## src/rtl/hitbox_probe_ctrl.sv

```systemverilog
// Hitbox-vs-tilemap collision sequencer: owns the level map's collision lookup port
// and walks eight edge probes per request to build an {up,down,left,right} contact mask.
module hitbox_probe_ctrl #(
    parameter int HB_W = 32,
    parameter int HB_H = 32
) (
    input  logic       clk,
    input  logic       rst,
    input  logic       req_valid,
    output logic       req_ready,
    input  logic [9:0] req_x,
    input  logic [9:0] req_y,
    output logic [9:0] probe_x,
    output logic [9:0] probe_y,
    input  logic       probe_hit,
    output logic       res_valid,
    input  logic       res_ready,
    output logic [3:0] res_mask,
    output logic       busy
);

    typedef enum logic [1:0] {
        IDLE  = 2'd0,
        PROBE = 2'd1,
        DONE  = 2'd2
    } state_t;

    localparam logic [9:0] ONE    = 10'd1;
    localparam logic [9:0] W_FULL = 10'(HB_W);
    localparam logic [9:0] W_M1   = 10'(HB_W - 1);
    localparam logic [9:0] H_FULL = 10'(HB_H);
    localparam logic [9:0] H_M1   = 10'(HB_H - 1);

    state_t     state_q;
    state_t     state_d;
    logic [2:0] idx_q;
    logic [9:0] x_q;
    logic [9:0] y_q;
    logic [3:0] acc_q;
    logic [9:0] probe_x_q;
    logic [9:0] probe_y_q;
    logic       accept;

    // Probe point i for hitbox top-left (x,y); all arithmetic wraps at 10 bits.
    function automatic logic [19:0] probe_point(input logic [9:0] x,
                                                input logic [9:0] y,
                                                input logic [2:0] i);
        logic [9:0] px;
        logic [9:0] py;
        case (i)
            3'd0:    begin px = x;        py = y - ONE;  end
            3'd1:    begin px = x + W_M1; py = y - ONE;  end
            3'd2:    begin px = x;        py = y + H_FULL; end
            3'd3:    begin px = x + W_M1; py = y + H_FULL; end
            3'd4:    begin px = x - ONE;  py = y;        end
            3'd5:    begin px = x - ONE;  py = y + H_M1; end
            3'd6:    begin px = x + W_FULL; py = y;      end
            default: begin px = x + W_FULL; py = y + H_M1; end
        endcase
        return {px, py};
    endfunction

    // Probes come in pairs per side: 0-1 up, 2-3 down, 4-5 left, 6-7 right.
    function automatic logic [3:0] side_bit(input logic [2:0] i);
        return 4'b1000 >> i[2:1];
    endfunction

    assign accept = req_valid && (state_q == IDLE);

    always_ff @(posedge clk or posedge rst) begin
        if (rst) begin
            state_q <= IDLE;
        end else begin
            state_q <= state_d;
        end
    end

    always_comb begin
        state_d = state_q;
        case (state_q)
            IDLE:    if (req_valid) state_d = PROBE;
            PROBE:   if (idx_q == 3'd7) state_d = DONE;
            DONE:    if (res_ready) state_d = IDLE;
            default: state_d = IDLE;
        endcase
    end

    // Probe address is registered so the level port sees a glitch-free point for a full cycle.
    always_ff @(posedge clk or posedge rst) begin
        if (rst) begin
            idx_q     <= 3'd0;
            x_q       <= 10'd0;
            y_q       <= 10'd0;
            acc_q     <= 4'd0;
            probe_x_q <= 10'd0;
            probe_y_q <= 10'd0;
        end else begin
            case (state_q)
                IDLE: begin
                    if (accept) begin
                        x_q                    <= req_x;
                        y_q                    <= req_y;
                        acc_q                  <= 4'd0;
                        idx_q                  <= 3'd0;
                        {probe_x_q, probe_y_q} <= probe_point(req_x, req_y, 3'd0);
                    end
                end
                PROBE: begin
                    if (probe_hit) begin
                        acc_q <= acc_q | side_bit(idx_q);
                    end
                    idx_q <= idx_q + 3'd1;
                    if (idx_q != 3'd7) begin
                        {probe_x_q, probe_y_q} <= probe_point(x_q, y_q, idx_q + 3'd1);
                    end
                end
                default: ;
            endcase
        end
    end

    always_comb begin
        req_ready = (state_q == IDLE);
        busy      = (state_q == PROBE) || (state_q == DONE);
        res_valid = (state_q == DONE);
        res_mask  = (state_q == DONE) ? acc_q : 4'd0;
        probe_x   = probe_x_q;
        probe_y   = probe_y_q;
    end

endmodule
```

## config.mk

```make
export PLATFORM = sky130hd
export DESIGN_NAME = hitbox_probe_ctrl
export DESIGN_NICKNAME = d
export VERILOG_FILES = /design/src/rtl/hitbox_probe_ctrl.sv
export SDC_FILE = /design/constraint.sdc
export NUM_CORES = 1
export LEC_CHECK = 0
export CAP_MARGIN = 40
export CORE_MARGIN = 5
export CORE_UTILIZATION = 30
export DETAILED_ROUTE_END_ITERATION = 12
export HOLD_SLACK_MARGIN = 0.08
export PLACE_DENSITY_LB_ADDON = 0.12
export SYNTH_ARGS = -nofsm -noshare
export SYNTH_HDL_FRONTEND = slang
export SYNTH_SLANG_ARGS = --single-unit
```

## constraint.sdc

```tcl
create_clock -name clk -period 2.7 [get_ports clk]
set_clock_uncertainty 0.15 [all_clocks]
set_input_delay 0.81 -clock clk [delete_from_list [all_inputs] [get_ports clk]]
set_output_delay 0.81 -clock clk [all_outputs]
set_load 0.05 [all_outputs]
```

==> tab_implementation.tex <==
\begin{tabular}{lr}
\hline
Metric & Value \\
\hline
\multicolumn{2}{l}{\textbf{Run status}} \\
\quad Status & finished clean \\
\multicolumn{2}{l}{\textbf{Floorplan}} \\
\quad Height of the die & 115 um \\
\quad Number of placement rows & 38 \\
\quad Core outline area & roughly 0.011 mm\^{}2 \\
\quad Die width & roughly 120 um \\
\quad Full die area & between 0.01 and 0.015 mm\^{}2 \\
\quad Initial cell density of the core & 30.5\% \\
\quad Number of primary I/O pins & between 50 and 60 \\
\multicolumn{2}{l}{\textbf{Clock tree}} \\
\quad Longest Clk Path Bufs & 2 \\
\quad TritonCTS clock tree & built \\
\quad Total clock sinks & around 50 \\
\quad Clock-pin transition on the worst setup and hold timing paths & around 0.10 ns \\
\quad Source-to-sink clock delay at the later pin of the worst-skew pair & 0.30 ns \\
\quad H-tree depth reported by CTS & 2 \\
\quad Number of buffers created by CTS & 5 \\
\quad Library cell used as clock root buffer & clkbuf\_8 \\
\multicolumn{2}{l}{\textbf{Critical path}} \\
\quad Crit start category & flip-flop \\
\quad Path depth of the worst reg2reg path & 10 \\
\quad Maximum fanout encountered on the critical timing path & 6 \\
\quad Crit path from & idx\_q[1]\$\_DFFE\_PP0P\_ \\
\quad Terminus of the critical flop-to-flop path & probe\_y[8]\$\_DFFE\_PP0P\_ \\
\quad Data required time of the critical path & approximately 2.7 ns \\
\quad R2R setup slack & roughly 0.058 ns \\
\quad Arrival time of data at the critical path endpoint & approximately 2.7 ns \\
\quad Origin of the critical flop-to-flop path & idx\_q[1]\$\_DFFE\_PP0P\_ \\
\quad Kind of critical path & reg2reg \\
\quad Sort of element at the end of the critical path & flip-flop \\
\multicolumn{2}{l}{\textbf{Cells and area}} \\
\quad Fraction of final layout cells with drive strength greater than 1 & 22.0\% \\
\quad Seq. cell area & $\sim$0.0012 mm\^{}2 \\
\quad Area of all placed cells without fillers & between 0.004 and 0.005 mm\^{}2 \\
\quad Final-stage net count & roughly 500 \\
\quad Area used by multi-input combinational logic & slightly above 0.002 mm\^{}2 \\
\quad Antenna cells & 0 \\
\quad Filler instances & between 1k and 1.5k \\
\quad Area growth from synthesis to layout & 37.3\% \\
\multicolumn{2}{l}{\textbf{Placed design}} \\
\quad Half-perimeter wire length after detailed placement & 7.04 mm \\
\quad Instance area after placement & 0.00437 mm\^{}2 \\
\quad PortBufs & 51 \\
\quad Placer congestion estimate & 0.853 \\
\multicolumn{2}{l}{\textbf{Flow run}} \\
\quad Max-cap violation count & 0 \\
\multicolumn{2}{l}{\textbf{Synth}} \\
\quad Area fraction in and, or, nand and nor cells after synthesis & between 10\% and 20\% \\
\quad Mux cell area share after synthesis & 7.67\% \\
\quad Summed instance area of the synthesized netlist & $\sim$0.0033 mm\^{}2 \\
\quad Leading register cell type out of synthesis & dfrtp\_1 \\
\quad Post-Synth XOR/XNOR Area & 5.29\% \\
\quad Unique cell type count in the Yosys netlist & between 40 and 50 \\
\quad Post-synth EDFFs & 0 \\
\quad Async S/R FF share, synth & 100\% \\
\quad Share of synthesized area occupied by flip-flops and latches & 37.0\% \\
\quad Adder and majority gate portion of the synthesized area & under 10\% \\
\quad Yosys synthesis warning count & 0 \\
\quad Flip-flop and latch count after synthesis & 49 \\
\quad Area fraction in compound gates after synthesis & 20.1\% \\
\quad Gate count of the mapped netlist & 363 \\
\quad Mapped Avg Cell Area & a little over 9 um\^{}2 \\
\quad Largest family of logic cells by synthesized area & compound AO/OA/AOI/OAI gates \\
\quad Nets in the synthesized netlist & 410 \\
\multicolumn{2}{l}{\textbf{GRT}} \\
\quad Total overflow reported by the global router & 0 \\
\quad Antenna violations before repair & 0 \\
\quad Maximum number of pins on one net before global-route repair & 27 \\
\quad Number of global-route vias before repair & $\sim$3.0k \\
\quad Wire length of the first global-routing pass & 14.9 mm \\
\quad All-Layer GR Usage & 13.9\% \\
\multicolumn{2}{l}{\textbf{Min path}} \\
\quad Worst min-delay path startpoint & probe\_x[5]\$\_DFFE\_PP0P\_ \\
\quad Worst Hold Path Cells & 2 \\
\quad Hold WC Path Type & reg2reg \\
\quad Destination of the worst hold path & probe\_x[5]\$\_DFFE\_PP0P\_ \\
\multicolumn{2}{l}{\textbf{Detailed routing}} \\
\quad Count of antenna-violating nets left after detailed routing & 0 \\
\quad Total wire length after detailed routing & about 9.1 mm \\
\quad Final routed wire length divided by cell count & between 15 and 20 um \\
\quad DR pass1 iterations & 4 \\
\quad DR DRC count & 0 \\
\quad Drt initial violations & 121 \\
\quad Vias post-DR & 2961 \\
\quad Vias per std cell & 5.03 \\
\multicolumn{2}{l}{\textbf{STA}} \\
\quad Tightest slew margin relative to the limit & approximately three fifths \\
\quad Final min period & around 2.6 ns \\
\quad Final Hold Fails & 0 \\
\quad Least-Margin Pin Slew & approximately 0.6 ns \\
\quad Max-slew violations & 0 \\
\quad Final cycle utilization of the critical path & approximately 98\% \\
\quad Setup repair after global routing missed its margin & yes \\
\quad Max Fclk & roughly 380 MHz \\
\quad Setup-violating endpoint count in the final report & 0 \\
\hline
\end{tabular}
layout make-up:
class	count	share of cell area, %
multi-input combinational	280	45.5
inverter	19	1.57
timing repair buffer	93	19.4
clock buffer	6	1.82
clock inverter	2	0.826
sequential	49	27.0
tap	140	3.85
logic make-up after synthesis:
| family | Yosys count |
|---|---|
| and+or+nand+nor | 117 |
| AOI/OAI and AO/OA | 98 |
| DFF | 49 |
| buffers and inverters | 34 |
| muxes | 23 |
| adders and majority gates | 22 |
| xor gates and xnor gates | 20 |
flip-flops by register name, indices dropped and copies added (netlist names):
signal and flops:
y_q 10, probe_x 10, acc_q 4, probe_y 10, x_q 10, state_q 2
idx_q 3
metal layers:
metal / routed length (um) / global-route usage [%]
met5: 0 / 0
met4: 112 / 3.44
met3: 263 / 2.26
met2: 4170 / 22.3
met1: 4540 / 19.6
what timing repair did:
item	in CTS	in global routing
pin swaps	0	5
hold buffers	0	0
setup endpoints to repair	1	4
setup buffers	0	1
resized for setup	1	8
cloned	0	0
cell usage in the layout, fill, tap and decap left out, drive strengths merged, types with 2 or more instances in the layout:
master | synthesis | routed
ha | 22 | 22
o21bai | 2 | 2
xor2 | 10 | 10
a41oi | 2 | 2
nor2 | 32 | 32
clkdlybuf4s50 | 0 | 44
mux2i | 4 | 4
a2111oi | 4 | 4
a211oi | 7 | 7
a21oi | 23 | 23
nand2 | 21 | 21
and3 | 4 | 4
clkbuf | 15 | 6
xnor2 | 10 | 10
and4 | 2 | 2
o211ai | 3 | 3
dfrtp | 49 | 49
mux2 | 19 | 19
inv | 19 | 19
a31oi | 10 | 10
or4b | 2 | 2
nor2b | 6 | 6
a21o | 6 | 6
buf | 0 | 49
o31ai | 6 | 6
a221o | 5 | 5
and2 | 6 | 6
nor3 | 15 | 15
nand2b | 4 | 4
nor4 | 2 | 2
nand4 | 4 | 4
or3 | 6 | 6
nand3 | 11 | 11
o21ai | 19 | 19
o21ba | 2 | 2
worst max path at each step:
stage | slack (ns) | endpoint
2_1_floorplan | 0.004 | probe_y[9]$_DFFE_PP0P_
3_3_place_gp | 0.04 | probe_y[8]$_DFFE_PP0P_
3_5_place_dp | 0.006 | probe_x[8]$_DFFE_PP0P_
4_1_cts | 0.01 | probe_y[8]$_DFFE_PP0P_
5_1_grt | -0.07 | probe_y[8]$_DFFE_PP0P_
6_report | 0.06 | probe_y[8]$_DFFE_PP0P_
critical path, stage by stage, from the launching register on:
cell	delay, ns
dfrtp_2	0.47
ha_4	0.18
ha_4	0.22
o21bai_2	0.20
inv_2	0.14
ha_4	0.23
and3_1	0.21
a2111oi_4	0.30
xnor2_1	0.13
a211oi_2	0.23
a211oi_2	0.05
Yosys cell counts, types with 11 or more instances:
library cell  count  area share [%]
mux2_2           19             6.5
nand2_1          21             2.4
nor2_1           32             3.6
inv_1            19             2.2
nor3_1           15             2.3
ha_1             22             8.3
o21ai_0          19             2.9
nand3_1          11             1.7
a21oi_1          23             3.5
clkbuf_1         15             1.7
dfrtp_1          49              37
per-stage QoR:
stage	cells	TNS [ns]	hold slack (ns)	utilization [%]	setup slack [ns]
global placement	580	0	0.314	40.3	0.0386
CTS	588	0	0.338	41.4	0.0135
detailed placement	580	0	0.315	40.3	0.00555
global route	589	-0.207	0.346	41.9	-0.0712
finish	589	0	0.333	41.9	0.0579
floorplan	363	0	0.304	-	0.00427
Power is left out: the tool's default activity adds up to more than one toggle a clock period on the data nets, which glitch-free logic cannot reach.
